[src/rtl/mix_seq_ctrl.sv]
// mix_seq_ctrl: timed prime/run/flush valve sequencer for the three-inlet mixer network
//
// Ports:
//   clk, rst          clock and asynchronous active-high reset
//   start             run request, honoured only in IDLE and only without abort
//   abort             ends an active run (PRIME3..FLUSH) on the next edge
//   t_lead3/t_lead2   soln3-only and soln3+soln2 prime times, in cycles
//   t_run/t_flush     all-inlet mixing time and outlet-only flush time, in cycles
//   valve_soln1..3    inlet valves (1 = open)
//   valve_out         outlet valve
//   busy              high in every non-IDLE state
//   done/aborted      one-cycle pulses for normal completion / abort
//   state             current state code
//   run_cnt           completed-run counter, wraps
module mix_seq_ctrl #(
    parameter int CNT_W     = 16,
    parameter int RUN_CNT_W = 8
) (
    input  logic                 clk,
    input  logic                 rst,
    input  logic                 start,
    input  logic                 abort,
    input  logic [CNT_W-1:0]     t_lead3,
    input  logic [CNT_W-1:0]     t_lead2,
    input  logic [CNT_W-1:0]     t_run,
    input  logic [CNT_W-1:0]     t_flush,
    output logic                 valve_soln1,
    output logic                 valve_soln2,
    output logic                 valve_soln3,
    output logic                 valve_out,
    output logic                 busy,
    output logic                 done,
    output logic                 aborted,
    output logic [2:0]           state,
    output logic [RUN_CNT_W-1:0] run_cnt
);
    typedef enum logic [2:0] {
        IDLE   = 3'd0,
        PRIME3 = 3'd1,
        PRIME2 = 3'd2,
        RUN    = 3'd3,
        FLUSH  = 3'd4,
        DONE   = 3'd5
    } state_t;

    state_t               r_state;
    logic [CNT_W-1:0]     r_cnt;
    logic [CNT_W-1:0]     r_t_lead2;
    logic [CNT_W-1:0]     r_t_run;
    logic [CNT_W-1:0]     r_t_flush;
    logic                 r_v1;
    logic                 r_v2;
    logic                 r_v3;
    logic                 r_vo;
    logic                 r_busy;
    logic                 r_done;
    logic                 r_aborted;
    logic [RUN_CNT_W-1:0] r_run_cnt;

    state_t               w_nxt;
    logic [CNT_W-1:0]     w_cnt;
    logic                 w_abt;
    logic                 w_start;

    // Counter load for a dwell of max(n,1) cycles.
    function automatic logic [CNT_W-1:0] dw(input logic [CNT_W-1:0] n);
        return (n == '0) ? '0 : n - CNT_W'(1);
    endfunction

    assign w_start = (r_state == IDLE) && start && !abort;
    assign w_abt   = abort && (r_state inside {PRIME3, PRIME2, RUN, FLUSH});

    always_comb begin
        w_nxt = r_state;
        w_cnt = (r_cnt == '0) ? '0 : r_cnt - CNT_W'(1);
        case (r_state)
            IDLE: begin
                if (w_start) begin
                    w_nxt = PRIME3;
                    w_cnt = dw(t_lead3);
                end
            end
            PRIME3: begin
                if (r_cnt == '0) begin
                    w_nxt = PRIME2;
                    w_cnt = dw(r_t_lead2);
                end
            end
            PRIME2: begin
                if (r_cnt == '0) begin
                    w_nxt = RUN;
                    w_cnt = dw(r_t_run);
                end
            end
            RUN: begin
                if (r_cnt == '0) begin
                    w_nxt = FLUSH;
                    w_cnt = dw(r_t_flush);
                end
            end
            FLUSH: w_nxt = (r_cnt == '0) ? DONE : FLUSH;
            DONE:  w_nxt = IDLE;
            default: begin
                w_nxt = IDLE;
                w_cnt = '0;
            end
        endcase
        // Abort outranks dwell expiry; DONE is excluded so completion stands.
        if (w_abt) begin
            w_nxt = IDLE;
            w_cnt = '0;
        end
    end

    // Outputs are decoded from the next state so they are registered alongside it.
    always_ff @(posedge clk or posedge rst) begin
        if (rst) begin
            r_state   <= IDLE;
            r_cnt     <= '0;
            r_t_lead2 <= '0;
            r_t_run   <= '0;
            r_t_flush <= '0;
            r_v1      <= 1'b0;
            r_v2      <= 1'b0;
            r_v3      <= 1'b0;
            r_vo      <= 1'b0;
            r_busy    <= 1'b0;
            r_done    <= 1'b0;
            r_aborted <= 1'b0;
            r_run_cnt <= '0;
        end else begin
            r_state   <= w_nxt;
            r_cnt     <= w_cnt;
            // t_lead3 goes straight into the counter; the later fields are held here.
            if (w_start) begin
                r_t_lead2 <= t_lead2;
                r_t_run   <= t_run;
                r_t_flush <= t_flush;
            end
            r_v3      <= w_nxt inside {PRIME3, PRIME2, RUN};
            r_v2      <= w_nxt inside {PRIME2, RUN};
            r_v1      <= w_nxt == RUN;
            r_vo      <= w_nxt inside {RUN, FLUSH};
            r_busy    <= w_nxt != IDLE;
            r_done    <= w_nxt == DONE;
            r_aborted <= w_abt;
            if (r_state == DONE)
                r_run_cnt <= r_run_cnt + RUN_CNT_W'(1);
        end
    end

    assign valve_soln1 = r_v1;
    assign valve_soln2 = r_v2;
    assign valve_soln3 = r_v3;
    assign valve_out   = r_vo;
    assign busy        = r_busy;
    assign done        = r_done;
    assign aborted     = r_aborted;
    assign state       = r_state;
    assign run_cnt     = r_run_cnt;
endmodule

[config.mk]
export PLATFORM = sky130hd
export DESIGN_NAME = mix_seq_ctrl
export DESIGN_NICKNAME = d
export VERILOG_FILES = /design/src/rtl/mix_seq_ctrl.sv
export SDC_FILE = /design/constraint.sdc
export NUM_CORES = 1
export LEC_CHECK = 0
export BUFFER_PORTS_ARGS = -buffer_cell sky130_fd_sc_hd__buf_4
export CAP_MARGIN = 20
export CELL_PAD_IN_SITES_DETAIL_PLACEMENT = 1
export CELL_PAD_IN_SITES_GLOBAL_PLACEMENT = 1
export CORE_ASPECT_RATIO = 0.75
export CORE_UTILIZATION = 46
export CTS_CLUSTER_DIAMETER = 50
export DETAILED_ROUTE_END_ITERATION = 12
export GPL_TIMING_DRIVEN = 0
export HOLD_SLACK_MARGIN = 0.12
export PLACE_DENSITY_LB_ADDON = 0.1
export SLEW_MARGIN = 40
export SYNTH_ARGS = -nofsm -noshare
export SYNTH_HDL_FRONTEND = slang
export SYNTH_SLANG_ARGS = --single-unit
[constraint.sdc]
create_clock -name clk -period 6.3 [get_ports clk]
set_clock_uncertainty 0.05 [all_clocks]
set_input_delay 0.63 -clock clk [delete_from_list [all_inputs] [get_ports clk]]
set_output_delay 0.63 -clock clk [all_outputs]
set_load 0.02 [all_outputs]
==> summary.txt, run 1 <==
Pwr
  – Worst VDD drop: 0.174 mV
  – Leakage: around 2.9 nW
  – Switch share: 37.0%
  – Sequential share of power: about 41%
  – Int Pwr: 1.18 mW
  – Logic pwr share: 31.4%
  – Net switching power: 693 uW
  – Clk network pwr share: 27.7%
  – PwrDens: 295 nW/um^2

Min path
  – Hold WC Path Type: input pin to asynchronous set/reset pin

Timing
  – Final Max Slew Viols: 0
  – Total Neg Setup Slack: 0 ns
  – Final setup fails: 0
  – Achievable clock frequency: about 330 MHz
  – Hold Vio Cnt, Final: 0
  – RSZ-0062 raised after global routing: false
  – Final worst-path cycle share: ~49%
  – Relative slew slack: 37.0%
  – Crit path time final: around 3.1 ns
  – Worst slew pin tran: about 0.93 ns

Die
  – Die W: about 120 um
  – Cell row count: 33
  – Io pins: 86
  – Initial Utilization: 47.5%
  – Total core area: 10900 um^2
  – Die height: 94.0 um
  – Die area: around 12000 um^2

Critical path
  – CP required: 6.44 ns
  – CP peak stage delay: between 0.7 and 0.8 ns
  – RR Startpoint: r_t_flush[0]$_DFFE_PP0P_
  – CP Max Fanout: 10
  – R2R setup slack: 3.24 ns
  – Critical path arrival: 3.20 ns
  – Worst-path cell chain: inv_1, ha_1, nor4b_1, a31oi_2, a222oi_1, o21ai_0
  – Slowest CP cell: nor4b_1
  – Cell depth of the worst flop-to-flop path: 6
  – Crit start category: register
  – Reg2reg end: r_cnt[6]$_DFF_PP0_
  – Crit path capture type: register
  – Setup CP Type: register to register

GRT
  – Initial antenna violation count: 0
  – Gr ovfl total: 0
  – Largest net degree at the start of global routing: 46
  – Number of global-route vias before repair: 5156
  – Global-route wire length before repair: approximately 27 mm
  – Total track usage: 30.6%

Logic synthesis
  – Cell variety after synth: 68
  – Number of flops mapped to enable cells by yosys: 0
  – Register area share after synthesis: 39.5%
  – Synthesis warning total: 0
  – Post-synthesis async set-or-reset flop share: 100%
  – Prevailing post-synth register cell: dfrtp_1
  – Syn_nets: 697
  – Synth Area per Inst: 8.36 um^2
  – Mapped Cells: 621
  – Synthesis-stage register bit count: 82
  – Cell area after synthesis: 5190 um^2

Clocking
  – CTS Hold Buffers Added: 0
  – Clock tree root driver cell: clkbuf_16
  – Clk buf depth: 2
  – CTS sink cnt: 82
  – Postcts setup bufs: 0
  – Clock-pin slew on the worst setup and hold paths: about 0.070 ns
  – Clock H-tree levels: 3
  – # resized after CTS: 0
  – CTS tree: yes
  – CTS buffer count: 9
  – Clk_lat worst skew: 0.35 ns

Placed design
  – Placer Congestion: 0.922
  – Port bufs: 85
  – DP Wirelength: 13.4 mm

Drt
  – Drt initial violations: 343
  – First-pass DRT Iterations: 6
  – DRT Wirelength: 17.2 mm
  – Post-route ant nets: 0
  – Post-detailed-route DRC marker count: 0
  – Routed vias/inst: between 5 and 6
  – Wire per inst: 19.9 um
  – Vias: 5128

Flow run
  – Max Cap Viol: 0

Finish
  – Final net count: 795
  – Final Util: between 50% and 60%
  – Inserted Diodes: 0
  – P&R area growth vs syn: 22.4%
  – Most frequent cells in the layout: nand2_1, buf_4, dfrtp_1
  – Commonest non-fill, non-tap cell in the layout: nand2_1
  – Layout cell share with drive strength beyond 1: between 10% and 20%

Outcome
  – Run status: completed
==> sequential cells by signal (all words and copies together) (netlist names) <==
name and flops:
r_t_flush 16, aborted 1, r_t_lead2 16, valve_soln3 1, busy 1, run_cnt 8
done 1, valve_soln2 1, state 3, r_t_run 16, valve_out 1, valve_soln1 1
r_cnt 16
==> area by class of cell <==
class / count / area [um^2]
buffer: 23 / 121
clock buffer: 11 / 233
clock inverter: 5 / 55.1
fill: 1342 / 4580
inverter: 15 / 61.3
multi-input combinational: 501 / 2990
sequential: 82 / 2050
tap: 140 / 175
timing repair buffer: 87 / 671
==> synth_stat cells (7+ instances only) <==
library cell    n  area share (%)
or4_1           7             1.0
inv_1          15             1.1
nand4_1         7            0.84
a21oi_1        13             1.3
nor4_1         16             1.9
xnor2_1        22             3.7
nor3_1         23             2.2
nor2_1         37             2.7
clkbuf_1       16             1.2
nand3_1        17             1.6
o31ai_1         7             1.0
ha_1            8             1.9
dfrtp_1        82              40
xor2_1         37             6.2
nand2_1       167              12
o22ai_1        11             1.3
o21ai_0        28             2.7
==> critical path, delay by kind of cell (launching register included) <==
| kind | cells | cell delay, ns |
|---|---|---|
| buffers and inverters | 1 | 0.16 |
| adders and majority gates | 1 | 0.26 |
| DFF | 1 | 0.40 |
| AOI/OAI and AO/OA | 3 | 1.26 |
| and+or+nand+nor | 1 | 0.78 |
==> power groups by stage <==
stage / registers, mW / clock network [mW] / logic (mW)
finish: 0.765 / 0.519 / 0.588
global route: 0.779 / 0.549 / 0.644
CTS: 0.759 / 0.528 / 0.577
detailed placement: 0.766 / 0 / 0.571
global placement: 0.754 / 0 / 0.542
floorplan: 0.727 / 0 / 0.394
==> kinds of logic (layout without fill, tap and decap cells) <==
family | count (synthesis) | in the layout | synth area share [%]
and+or+nand+nor | 317 | 317 | 28.8
AOI/OAI and AO/OA | 111 | 111 | 15.2
DFF | 82 | 82 | 39.5
xor gates and xnor gates | 59 | 59 | 9.95
buffers and inverters | 38 | 141 | 3.42
adders and majority gates | 8 | 8 | 1.93
muxes | 6 | 6 | 1.18
==> through the flow <==
stage	worst slack (ns)	hold slack, ns	cell area, um^2	total power, mW	std cells
after floorplan	3.51	0.432	5190	1.12	621
after global placement	2.54	0.411	6010	1.30	846
after detailed placement	2.96	0.426	6050	1.34	848
after CTS	3.32	0.244	6340	1.86	864
after global routing	3.13	0.258	6360	1.97	864
final	3.24	0.230	6360	1.87	864
==> how the worst max path moves through the flow <==
stage                             start                     end  slack (ns)
6_report       r_t_flush[0]$_DFFE_PP0P_      r_cnt[6]$_DFF_PP0_        3.24
3_5_place_dp                 t_lead3[0]     r_cnt[14]$_DFF_PP0_        2.96
3_3_place_gp                        rst  run_cnt[3]$_DFFE_PP0N_        2.54
2_1_floorplan                       rst       aborted$_DFF_PP0_        3.51
4_1_cts                      t_lead3[0]     r_cnt[14]$_DFF_PP0_        3.32
5_1_grt        r_t_lead2[0]$_DFFE_PP0P_     r_cnt[12]$_DFF_PP0_        3.13
==> layer usage <==
layer | track usage (%) | vias up | share of wire (%)
li1 | - | 2405 | -
met1 | 41.2 | 2542 | 47
met2 | 49.1 | 153 | 45
met3 | 6.78 | 28 | 5.9
met4 | 9.74 | 0 | 1.9
met5 | 0 | - | 0
Power figures use the tool's default switching activity.
==> run 2: changes to the inputs <==
- ABC_AREA: unset -> 1
- CORE_UTILIZATION: 46 -> 37
- clock period: 6.3 -> 2.7 ns (I/O delays scaled with it)
==> run 2 against run 1 <==
  * Sequential share of layout area decreased by 4.5 points
  * Via count increased by 17%
  * Global-route usage decreased by 5.2 points
  * Wire length increased by 13%
  * Maximum frequency increased by 30%
  * Synthesized area increased by 9.8%
  * Clock-buffer cell count decreased by 1
  * Clock power increased to 2.5 times the previous value
  * Worst setup slack got worse by 2.9 ns
  * First-iteration DRC count decreased by 19%
  * Final cell count increased by 40%
  * Combinational power increased to 4.0 times the previous value
  * Largest power group is now combinational logic
==> summary.txt, run 2 <==
Drt
  – Drt initial violations: ~280
  – Routed vias/inst: 4.95
  – Wire per inst: 16.1 um
  – Post-detailed-route DRC marker count: 0
  – First-pass DRT Iterations: 4
  – DRT Wirelength: 19.5 mm
  – Post-route ant nets: 0
  – Vias: 5995

Placed design
  – DP Wirelength: 15.1 mm
  – Placement Setup Slack: ~0.43 ns
  – Placer Congestion: 0.875
  – Cell Area, Placed: 6620 um^2
  – Port bufs: 85

Finish
  – Fill cell count: just under 2000
  – Register area: 2050 um^2
  – P&R area growth vs syn: 29.5%
  – Layout cell share with drive strength beyond 1: approximately 16%
  – Inserted Diodes: 0
  – Commonest non-fill, non-tap cell in the layout: nand2_1
  – Cell area after layout: 7380 um^2
  – Final net count: approximately 1100
  – Multi-input combinational cell area: 3190 um^2
  – Most frequent cells in the layout: nand2_1, nor2_1, inv_1

Logic synthesis
  – Synth Area per Inst: around 6.6 um^2
  – Cell variety after synth: 37
  – Prevailing post-synth register cell: dfrtp_1
  – Synth area leader: dfrtp_1
  – Top cells by count, synth: nand2_1, nor2_1, inv_1
  – Cell area after synthesis: 5700 um^2
  – Synthesis-stage register bit count: 82
  – Synth top area share: between 30% and 40%
  – Post-synthesis async set-or-reset flop share: between 90% and 100%
  – Syn_nets: about 940
  – Most numerous cell in the Yosys netlist: nand2_1
  – Largest cells by area after synthesis: dfrtp_1, nand2_1, nor2_1
  – Mapped Cells: 863
  – Number of flops mapped to enable cells by yosys: 0
  – Synthesis warning total: 0
  – Register area share after synthesis: 36.0%

Clocking
  – Clk buf depth: 2
  – CTS tree: yes
  – Clock-pin slew on the worst setup and hold paths: approximately 0.070 ns
  – Clock tree root driver cell: clkbuf_16
  – # resized after CTS: 0
  – CTS buffer count: 9
  – Postcts setup bufs: 0
  – CTS sink cnt: just over 80
  – Clk_lat worst skew: ~0.34 ns
  – Clock H-tree levels: 3

Die
  – Io pins: between 80 and 90
  – Cell row count: 38
  – Initial Utilization: 38.7%
  – Die area: 15900 um^2
  – Die W: 145 um
  – Total core area: about 15000 um^2
  – Die height: approximately 110 um

Outcome
  – Run status: completed

GRT
  – Global-route wire length before repair: ~31 mm
  – Number of global-route vias before repair: ~6100
  – Initial antenna violation count: 0
  – Largest net degree at the start of global routing: 46
  – Total track usage: around 25%
  – Gr ovfl total: 0

Critical path
  – Crit path capture type: register
  – Cell depth of the worst flop-to-flop path: 11
  – Critical path arrival: 2.52 ns
  – Setup CP Type: register to register
  – R2R setup slack: 0.34 ns
  – RR Startpoint: r_t_run[0]$_DFFE_PP0P_
  – Reg2reg end: r_cnt[6]$_DFF_PP0_
  – CP required: about 2.9 ns
  – Crit start category: register
  – CP Max Fanout: 9

Timing
  – Worst slew pin tran: 0.616 ns
  – RSZ-0062 raised after global routing: false
  – Hold Vio Cnt, Final: 0
  – Relative slew slack: between 50% and 60%
  – Setup ws final: 0.338 ns
  – Worst hold slack: 0.120 ns
  – Final setup fails: 0
  – Final Max Slew Viols: 0
  – Crit path time final: 2.36 ns
  – Final worst-path cycle share: 87.5%
  – Total Neg Setup Slack: 0 ns
  – Achievable clock frequency: ~420 MHz

Pwr
  – Clk network pwr share: 23.8%
  – Worst VDD drop: ~0.38 mV
  – Leakage: 3.70 nW
  – Switch share: 43.7%
  – PwrDens: 748 nW/um^2
  – Sequential share of power: 34.1%
  – Logic pwr share: 42.1%
  – Total power draw: 5.52 mW
  – Net switching power: 2.42 mW
  – Int Pwr: between 3 and 4 mW

Min path
  – Worst hold path depth: 3
  – Hold Path End: r_t_lead2[0]$_DFFE_PP0P_
  – Hold WC Path Type: input pin to register
  – HP Start: t_lead2[0]

Flow run
  – Max Cap Viol: 0
run 2: what timing repair did:
item                       in CTS  in global routing
hold buffers                   45                  0
setup endpoints to repair       0                  0
hold endpoints to repair       81                  0
run 2: worst max path at each step:
stage	from	end	cells past startpoint
floorplan	rst	aborted$_DFF_PP0_	1
global placement	rst	r_t_run[11]$_DFFE_PP0P_	2
detailed placement	r_t_run[0]$_DFFE_PP0P_	r_cnt[6]$_DFF_PP0_	11
CTS	r_t_run[0]$_DFFE_PP0P_	r_cnt[6]$_DFF_PP0_	11
global route	r_t_run[0]$_DFFE_PP0P_	r_cnt[6]$_DFF_PP0_	11
finish	r_t_run[0]$_DFFE_PP0P_	r_cnt[6]$_DFF_PP0_	11
run 2: layout make-up:
| class | count | share of cell area (%) |
|---|---|---|
| flip-flops and latches | 82 | 27.8 |
| plain buffers | 11 | 0.678 |
| clock buffers | 10 | 3.24 |
| inverters | 107 | 5.56 |
| well taps | 200 | 3.39 |
| clock inverters | 6 | 0.966 |
| repair buffers | 131 | 15.1 |
| multi-input cells | 663 | 43.3 |
run 2: power groups by stage:
| stage | combinational [mW] | sequential, mW | clock, mW |
|---|---|---|---|
| after global routing | 2.61 | 1.93 | 1.38 |
| final | 2.33 | 1.88 | 1.31 |
| after global placement | 2.18 | 1.89 | 0 |
| after floorplan | 1.58 | 1.81 | 0 |
| after CTS | 2.31 | 1.88 | 1.34 |
| after detailed placement | 2.24 | 1.89 | 0 |
run 2: worst max-delay path: stages, from the launching register on:
cell and delay (ns):
dfrtp_1 0.38, inv_1 0.17, ha_1 0.32, nand2_1 0.14, nor2_2 0.23, nand3_2 0.15, nand2_2 0.17, inv_4 0.08
nand3_1 0.11, nand3_1 0.16, a21oi_1 0.22, nor2_1 0.06
run 2: logic make-up after synthesis:
family          after synthesis  synth area share, %
simple gates                507                 37.6
buf+inv                     118                 7.99
compound gates              108                 10.5
flops                        82                 36.0
xor+xnor                     40                 6.14
fa+ha+maj                     8                 1.76
run 2: metal layers:
| layer | wire length, um | track usage (%) | part of all wire (%) | vias to the layer above |
|---|---|---|---|---|
| li1 | - | - | - | 2994 |
| met1 | 10200 | 38.1 | 53 | 2866 |
| met2 | 8260 | 39.8 | 42 | 126 |
| met3 | 867 | 3.32 | 4.5 | 9 |
| met4 | 93 | 3.53 | 0.48 | 0 |
| met5 | 0 | 0 | 0 | - |
run 2: metrics by stage:
step,instances,util [%]
2_1_floorplan,863,-
3_3_place_gp,1148,44.7
3_5_place_dp,1149,44.9
4_1_cts,1210,50.1
5_1_grt,1210,50.1
6_report,1210,50.1
==> run 3: changes to the inputs <==
- ABC_AREA: 1 -> 0
- CORE_UTILIZATION: 37 -> 38
==> run 3 against run 2 <==
  * Total power fell by 14%
  * Worst setup slack got worse by 0.28 ns
  * Worst hold slack better by 0.11 ns
  * Via count down 11%
  * Register-to-register slack got worse by 0.28 ns
  * Sequential power is 5% lower
  * Clock-buffer cell count grew 1
  * Utilization rose by 3.7 points
  * Clock power up 11%
==> summary.txt, run 3 (synthesized netlist as in run 1, its figures left out) <==
Outcome
  – Run status: completed

Drt
  – Vias: around 5400
  – Routed vias/inst: 5.65
  – First-pass DRT Iterations: 6
  – Drt initial violations: 313
  – Post-detailed-route DRC marker count: 0
  – DRT Wirelength: 18.5 mm
  – Wire per inst: just under 20 um
  – Post-route ant nets: 0

Critical path
  – Critical path arrival: between 2 and 3 ns
  – CP peak stage delay: about 0.55 ns
  – Setup CP Type: register to register
  – Buffers and inverters on the worst path: 1
  – Crit-path most repeated cell: or4_4
  – Delay-heaviest family, CP: simple AND/OR/NAND/NOR gates
  – CP required: between 2 and 3 ns
  – CP Max Fanout: 5
  – Crit start category: register
  – Slowest CP cell: or4_4
  – Worst-path cell chain: or4_4, or4_4, o311ai_4, buf_6, o21ai_2, a221o_1, a31o_1
  – Crit path capture type: register

Clocking
  – Clock-pin slew on the worst setup and hold paths: around 0.060 ns
  – CTS buffer count: 9
  – Clock tree root driver cell: clkbuf_16
  – CTS tree: yes
  – Clock H-tree levels: 3
  – Clk buf depth: 2
  – Clk_lat worst skew: 0.35 ns
  – CTS sink cnt: between 80 and 90

GRT
  – Largest net degree at the start of global routing: between 40 and 50
  – Gr ovfl total: 0
  – Global-route wire length before repair: ~30 mm
  – Initial antenna violation count: 0
  – Total track usage: about 28%
  – Number of global-route vias before repair: 5521

Timing
  – RSZ-0062 raised after global routing: false
  – Final setup fails: 0
  – Final Max Slew Viols: 0
  – Hold Vio Cnt, Final: 0
  – Total Neg Setup Slack: 0 ns
  – Worst slew pin tran: 0.761 ns
  – Final worst-path cycle share: 97.7%
  – Crit path time final: about 2.6 ns
  – Relative slew slack: 48.8%
  – Achievable clock frequency: 379 MHz

Die
  – Io pins: 86
  – Cell row count: 36
  – Initial Utilization: between 30% and 40%
  – Die W: 137 um
  – Total core area: between 10000 and 15000 um^2
  – Die height: 103 um
  – Die area: 14100 um^2

Finish
  – Register area: 2050 um^2
  – P&R area growth vs syn: 36.1%
  – Cell area after layout: 7070 um^2
  – Multi-input combinational cell area: a little over 3000 um^2
  – Final net count: 848
  – Commonest non-fill, non-tap cell in the layout: nand2_1
  – Fill cell count: 1564
  – Layout cell share with drive strength beyond 1: 18.4%
  – Most frequent cells in the layout: nand2_1, buf_4, dfrtp_1
  – Inserted Diodes: 0

Pwr
  – PwrDens: 670 nW/um^2
  – Leakage: 3.16 nW
  – Worst VDD drop: 0.370 mV

Placed design
  – Cell Area, Placed: 6090 um^2
  – DP Wirelength: 13.5 mm
  – Port bufs: 85
  – Placer Congestion: approximately 0.9

Min path
  – Hold WC Path Type: input pin to register

Flow run
  – Max Cap Viol: 0
[run 3: cell count changes in the layout (fill, tap and decap cells not counted), moves of 8 or more]
cell	delta
a21oi_1	-19
clkbuf_1	+12
inv_1	-82
inv_2	-8
nand2_1	-83
nand2_2	-12
nand3_1	-46
nor2_1	-108
nor2_2	-12
nor3_1	+17
nor4_1	+10
o21ai_0	-28
xnor2_1	+14
[run 3: worst paths after layout]
path,start,end,slack [ns],cells after the start
setup / recovery,r_t_lead2[8]$_DFFE_PP0P_,r_cnt[13]$_DFF_PP0_,0.06,7
hold / removal,start,busy$_DFF_PP0_,0.23,3
setup reg to reg,r_t_lead2[8]$_DFFE_PP0P_,r_cnt[13]$_DFF_PP0_,0.06,7
hold reg to reg,run_cnt[7]$_DFFE_PP0N_,run_cnt[7]$_DFFE_PP0N_,0.43,1
max in group asynchronous,rst,r_t_flush[11]$_DFFE_PP0P_,1.63,4
min in group asynchronous,rst,r_t_run[12]$_DFFE_PP0P_,0.40,3
[run 3: layout make-up]
class,count,area share (%)
buffer,22,1.66
clock buffer,11,3.43
inverter,15,0.867
multi-input combinational,501,43.4
clock inverter,5,1.52
timing repair buffer,141,17.0
tap,171,3.03
sequential,82,29.1
[run 3: timing repair]
action	in CTS	in global routing
setup buffers	4	1
hold buffers	49	0
endpoints found under the hold margin	82	0
pin swaps	2	3
endpoints found under the setup margin	13	9
resized for setup	9	13
gates cloned	0	0
[run 3: layer usage]
layer,global-route usage [%],wire length [um],vias up
met1,38.1,8750,2663
met3,5.60,1050,19
li1,-,-,2515
met5,0,0,-
met4,6.85,178,0
met2,45.3,8560,162
[run 3: power by group]
| part | switching [mW] | internal (mW) |
|---|---|---|
| Combinational | 0.838 | 0.649 |
| Sequential | 0.324 | 1.47 |
| Clock | 0.525 | 0.936 |
| Total | 1.69 | 3.05 |
[run 3: through the flow]
stage / worst slack, ns / hold slack, ns / util (%) / cells / power (mW)
after detailed placement: -0.395 / 0.225 / 46.3 / 879 / 3.12
after global placement: -0.787 / 0.410 / 46.0 / 877 / 3.04
after floorplan: 0.197 / 0.325 / - / 621 / 2.61
final: 0.0609 / 0.227 / 53.8 / 948 / 4.74
after CTS: 0.0106 / 0.207 / 53.3 / 948 / 4.69
after global routing: 0.00285 / 0.259 / 53.8 / 948 / 4.98
[run 3: tightest hold or removal path, cell delays in order]
cell	delay [ns]
buf_4	0.12
o21ai_0	0.09
nor2_1	0.10
